### src/rtl/multicycle_alu.sv
// Registered ALU with valid/ready handshakes: single-cycle add/sub/negate/logic ops
// and an iterative unsigned shift-add multiply producing a 2*WIDTH-bit product.
module multicycle_alu #(
  parameter int WIDTH = 4
) (
  input  logic                 clk,
  input  logic                 rst_n,
  input  logic                 in_valid,
  output logic                 in_ready,
  input  logic [2:0]           op,
  input  logic [WIDTH-1:0]     a,
  input  logic [WIDTH-1:0]     b,
  output logic                 out_valid,
  input  logic                 out_ready,
  output logic [2*WIDTH-1:0]   result,
  output logic                 flag_z,
  output logic                 flag_c,
  output logic                 flag_v,
  output logic                 flag_n
);

  localparam int CNT_W = $clog2(WIDTH + 1);

  localparam logic [2:0] OP_NEGA = 3'b000;
  localparam logic [2:0] OP_NEGB = 3'b001;
  localparam logic [2:0] OP_ADD  = 3'b010;
  localparam logic [2:0] OP_SUB  = 3'b011;
  localparam logic [2:0] OP_AND  = 3'b100;
  localparam logic [2:0] OP_OR   = 3'b101;
  localparam logic [2:0] OP_MUL  = 3'b110;
  localparam logic [2:0] OP_XOR  = 3'b111;

  typedef enum logic [1:0] {
    S_IDLE = 2'd0,
    S_MUL  = 2'd1,
    S_DONE = 2'd2
  } state_t;

  state_t stateQ, stateNext;

  logic [2*WIDTH-1:0] mcandQ;
  logic [WIDTH-1:0]   mplierQ;
  logic [2*WIDTH-1:0] accQ;
  logic [CNT_W-1:0]   countQ;

  logic [WIDTH-1:0]   addX, addY;
  logic               addCin;
  logic [WIDTH:0]     addSum;
  logic               addV;
  logic [WIDTH-1:0]   aluRes;
  logic               aluC, aluV;
  logic [2*WIDTH-1:0] accNext;
  logic               accept, mulLast;

  assign accept  = in_valid && (stateQ == S_IDLE);
  assign mulLast = (countQ == CNT_W'(1));

  // Single adder path X + Y + cin shared by negate, add and subtract
  always_comb begin
    addX   = '0;
    addY   = '0;
    addCin = 1'b0;
    unique case (op)
      OP_NEGA: begin addY = ~a; addCin = 1'b1; end
      OP_NEGB: begin addY = ~b; addCin = 1'b1; end
      OP_ADD:  begin addX = a;  addY = b; end
      OP_SUB:  begin addX = a;  addY = ~b; addCin = 1'b1; end
      default: ;
    endcase
    addSum = {1'b0, addX} + {1'b0, addY} + {{WIDTH{1'b0}}, addCin};
    addV   = (addX[WIDTH-1] == addY[WIDTH-1]) && (addSum[WIDTH-1] != addX[WIDTH-1]);
  end

  always_comb begin
    aluRes = addSum[WIDTH-1:0];
    aluC   = addSum[WIDTH];
    aluV   = addV;
    unique case (op)
      OP_AND:  begin aluRes = a & b; aluC = 1'b0; aluV = 1'b0; end
      OP_OR:   begin aluRes = a | b; aluC = 1'b0; aluV = 1'b0; end
      OP_XOR:  begin aluRes = a ^ b; aluC = 1'b0; aluV = 1'b0; end
      default: ;
    endcase
  end

  // Multiplicand is pre-shifted each step, so it always carries the iteration weight
  assign accNext = accQ + (mplierQ[0] ? mcandQ : '0);

  always_ff @(posedge clk) begin
    if (!rst_n) begin
      stateQ    <= S_IDLE;
      out_valid <= 1'b0;
    end else begin
      stateQ    <= stateNext;
      out_valid <= (stateNext == S_DONE);
    end
  end

  always_comb begin
    stateNext = stateQ;
    unique case (stateQ)
      S_IDLE:  if (in_valid) stateNext = (op == OP_MUL) ? S_MUL : S_DONE;
      S_MUL:   if (mulLast) stateNext = S_DONE;
      S_DONE:  if (out_ready) stateNext = S_IDLE;
      default: stateNext = S_IDLE;
    endcase
  end

  always_comb begin
    in_ready = (stateQ == S_IDLE);
  end

  always_ff @(posedge clk) begin
    if (!rst_n) begin
      mcandQ  <= '0;
      mplierQ <= '0;
      accQ    <= '0;
      countQ  <= '0;
      result  <= '0;
      flag_z  <= 1'b0;
      flag_c  <= 1'b0;
      flag_v  <= 1'b0;
      flag_n  <= 1'b0;
    end else begin
      if (accept) begin
        if (op == OP_MUL) begin
          mcandQ  <= {{WIDTH{1'b0}}, a};
          mplierQ <= b;
          accQ    <= '0;
          countQ  <= CNT_W'(WIDTH);
        end else begin
          result  <= {{WIDTH{1'b0}}, aluRes};
          flag_z  <= (aluRes == '0);
          flag_c  <= aluC;
          flag_v  <= aluV;
          flag_n  <= aluRes[WIDTH-1];
        end
      end else if (stateQ == S_MUL) begin
        accQ    <= accNext;
        mcandQ  <= mcandQ << 1;
        mplierQ <= mplierQ >> 1;
        countQ  <= countQ - CNT_W'(1);
        if (mulLast) begin
          result <= accNext;
          flag_z <= (accNext == '0);
          flag_c <= (accNext[2*WIDTH-1:WIDTH] != '0);
          flag_v <= 1'b0;
          flag_n <= accNext[2*WIDTH-1];
        end
      end
    end
  end

endmodule

### config.mk
export PLATFORM = sky130hd
export DESIGN_NAME = multicycle_alu
export DESIGN_NICKNAME = d
export VERILOG_FILES = /design/src/rtl/multicycle_alu.sv
export SDC_FILE = /design/constraint.sdc
export NUM_CORES = 1
export LEC_CHECK = 0
export CORE_MARGIN = 2
export CORE_UTILIZATION = 40
export DETAILED_ROUTE_END_ITERATION = 8
export PLACE_DENSITY_LB_ADDON = 0.25
export SLEW_MARGIN = 20
export SYNTH_ARGS = -nofsm -noshare
export SYNTH_HDL_FRONTEND = slang
export SYNTH_SLANG_ARGS = --single-unit
### constraint.sdc
create_clock -name clk -period 3.5 [get_ports clk]
set_clock_uncertainty 0.2 [all_clocks]
set_input_delay 0.7 -clock clk [delete_from_list [all_inputs] [get_ports clk]]
set_output_delay 0.7 -clock clk [all_outputs]
set_load 0.02 [all_outputs]
==> run_results.csv <==
group,metric,value,unit
floorplanning,die_w,83.9,µm
route,route.met3.wl,249,µm
flow_run,cap_violations,0,
floorplanning,io_pins,29,
route,antenna_left,0,
final_layout,finish.utilization,0.487,
synth,synth.distinct_cells,61,
power,p_comb_frac,0.205,
timing,drv_slew,0,
clocking,cts_htree_levels,2,
timing,min_period,3.23,ns
timing,whs,0.273,ns
final_layout,design_area,0.00305,mm²
worst_setup_path,r2r-end,"flag_n",
clocking,numCtsBuffers,5,
synth,ys_ff_latch,38,
worst_setup_path,arrival,3.25,ns
clocking,worstSkewPairLatency,0.29,ns
worst_setup_path,r2r-start,"mplierQ[0]",
power,clkPwrFrac,0.325,
power,netSwitchingFraction,0.286,
grt,grt_pass1_vias,2211,
run_status,status,"completed",
power,p_total,979,µW
final_layout,ff_latch_area,761,µm²
hold_path,holdPathStages,2,
final_layout,multi_input_area,0.00164,mm²
timing,rsz0062_at_grt,"false",
synth,async_flop_share,0,
route,drt_pre_antenna_iters,4,
power,p_leak,1.32,nW
route,topRoutingLayerUsed,"met4",
placement,placed_cell_area,0.00296,mm²
timing,slew_headroom,0.631,
route,wl_met2,2750,µm
clocking,cts_hold_buf,0,
final_layout,antennaDiodeCount,0,
synth,netlist_instances,306,
power,internal-power,699,µW
worst_setup_path,critPathLaunch,"op[1]",
hold_path,worstHoldEndpoint,"mcandQ[7]",
route,met1Wirelength,2830,µm
grt,grt_use_total,0.184,
route,drt_iter0_drc,114,
route,drcViolationCount,0,
placement,place_ws,-0.0453,ns
worst_setup_path,crit_path_end_kind,"register",
timing,fmax,309,MHz
grt,grt_pass1_wl,10600,µm
route,wire_per_inst,14.2,µm
clocking,cts.path.max_buffers,2,
power,powerDensity,320,mW/mm²
floorplanning,start_util,0.407,
hold_path,hold_class,"register to register",
clocking,clk_pin_slew,0.07,ns
synth,syn-cell-area,0.00256,mm²
worst_setup_path,reg2regPathDepth,8,
floorplanning,core_area,0.00628,mm²
route,route.vias.total,2229,
placement,hpwl,4430,µm
clocking,cts_resized,0,
synth,synth_area_per_cell,8.35,µm²
worst_setup_path,critPathKind,"input pin to register",
synth,synth_ff_type,"dfxtp_1",
worst_setup_path,critPathMaxFanout,7,
final_layout,layout.nets,377,
grt,grt_max_degree,30,
final_layout,area_growth,19.5,%
clocking,post_cts_buffers,0,
floorplanning,die_area,0.00705,mm²
power,power.net_switching,280,µW
worst_setup_path,crit_path_start_kind,"input pin",
final_layout,layout-drive-gt1-share,0.112,
grt,grt_overflow,0,
synth,syn_nets,344,
floorplanning,num_rows,29,
final_layout,instances_no_fill,417,
synth,yosys_warnings,0,
synth,synth_edf_count,0,
placement,dp_cells,409,
route,via_per_inst,5.35,
timing,hold_violations,0,
timing,tightest_slew,0.554,ns
worst_setup_path,critPathRequiredTime,3.52,ns
synth,seq_area_frac_synth,0.298,
power,ir_worst_vdd,0.224,mV
grt,grt_antenna_before_repair,0,
clocking,clock_sinks,38,
timing,setup_viol,0,
placement,place.gp.congestion,0.893,
clocking,cts_root_buf,"clkbuf_8",
worst_setup_path,rrSetupSlack,0.90,ns
clocking,cts_tree,"yes",
final_layout,fillers,649,
route,totalWireLength,5920,µm
placement,numPortBuffers,28,
timing,finalCritPeriodShare,0.923,
hold_path,holdCritStartpoint,"mcandQ[7]",
timing,fin_ws,0.268,ns
power,seq_power_share,0.471,
timing,tns,0,ns
floorplanning,die_h,83.9,µm
==> critical path, stage by stage <==
cell,delay (ns)
clkdlybuf4s50_1,0.51
nor2b_4,0.17
or2_2,0.28
fa_1,0.39
inv_1,0.08
fa_1,0.40
o21ai_0,0.08
o311ai_1,0.14
a221oi_1,0.22
nand4_1,0.12
a31oi_1,0.17
==> registers in the layout, indices dropped and copies added (netlist names) <==
register and flops:
mcandQ 8, flag_n 1, flag_v 1, flag_c 1, mplierQ 4, accQ 8, out_valid 1, result 8
countQ 3, stateQ 2, flag_z 1
==> final cells by class <==
class | instances | area share
clock buffer | 6 | 0.0270
clock inverter | 2 | 0.00410
inverter | 20 | 0.0246
multi-input combinational | 232 | 0.537
sequential | 38 | 0.249
tap | 77 | 0.0315
timing repair buffer | 42 | 0.126
==> Yosys cell counts (all sizes together) (2+ instances only) <==
master	number	area (µm²)
o21a	3	22.5
o22ai	2	12.5
a31oi	3	25.0
a221oi	2	17.5
nor2b	6	45.0
nor3	3	15.0
o211a	6	60.1
fa	3	60.1
nand2b	3	18.8
a211oi	4	35.0
buf	10	56.3
xor2	7	61.3
nor2	17	73.8
nand3	18	90.1
and2	18	114
o21ai	11	58.8
a22oi	5	42.5
nor3b	3	33.8
nor4	2	18.8
mux2i	5	50.1
nand2	34	128
o211ai	8	60.1
nand3b	2	15.0
ha	20	250
clkbuf	6	22.5
or2	2	12.5
a21boi	9	71.3
dfxtp	38	761
xnor2	3	33.8
inv	19	71.3
nand4	2	12.5
a21o	2	15.0
a21oi	18	90.1
==> cells by family (layout without fill, tap and decap cells) <==
| family | after synthesis | count (layout) | synth area share |
|---|---|---|---|
| AOI/OAI and AO/OA | 79 | 79 | 0.221 |
| muxes | 6 | 6 | 0.0240 |
| and+or+nand+nor | 114 | 114 | 0.238 |
| buffers and inverters | 36 | 70 | 0.0602 |
| xor gates and xnor gates | 10 | 10 | 0.0372 |
| adders and majority gates | 23 | 23 | 0.121 |
| DFF | 38 | 38 | 0.298 |
==> worst max-delay path by stage <==
stage | endpoint | slack [ns] | cells after the start
6_report | flag_z | 0.27 | 11
5_1_grt | flag_z | 0.08 | 11
4_1_cts | flag_n | 0.27 | 13
3_5_place_dp | flag_n | -0.05 | 13
3_3_place_gp | flag_z | 0.008 | 11
2_1_floorplan | flag_z | 0.40 | 13
==> power groups by stage <==
stage                     Clock, mW  Sequential [mW]  Combinational, mW
after floorplan                   0            0.477              0.118
after global placement            0            0.470              0.199
after detailed placement          0            0.471              0.201
after CTS                     0.327            0.461              0.202
after global routing          0.347            0.463              0.224
final                         0.318            0.461              0.200
==> placed cells by master (no fill, tap or decap), drive strengths merged, types with 6 or more instances in the layout <==
cell type and count:
o211ai 8, clkdlybuf4s50 28, a21oi 18, nand2 34, ha 20, a21boi 9
nand3 18, o21ai 11, clkbuf 6, xor2 7, buf 14, nor2 17
o211a 6, nor2b 6, dfxtp 38, inv 19, and2 18
==> layer usage <==
| metal | vias to the layer above | GRT usage |
|---|---|---|
| met5 | - | 0 |
| met4 | 0 | 0.0587 |
| met3 | 11 | 0.0297 |
| met2 | 42 | 0.295 |
| met1 | 1028 | 0.252 |
| li1 | 1148 | - |
No activity file was read; power rests on OpenSTA's default activity.
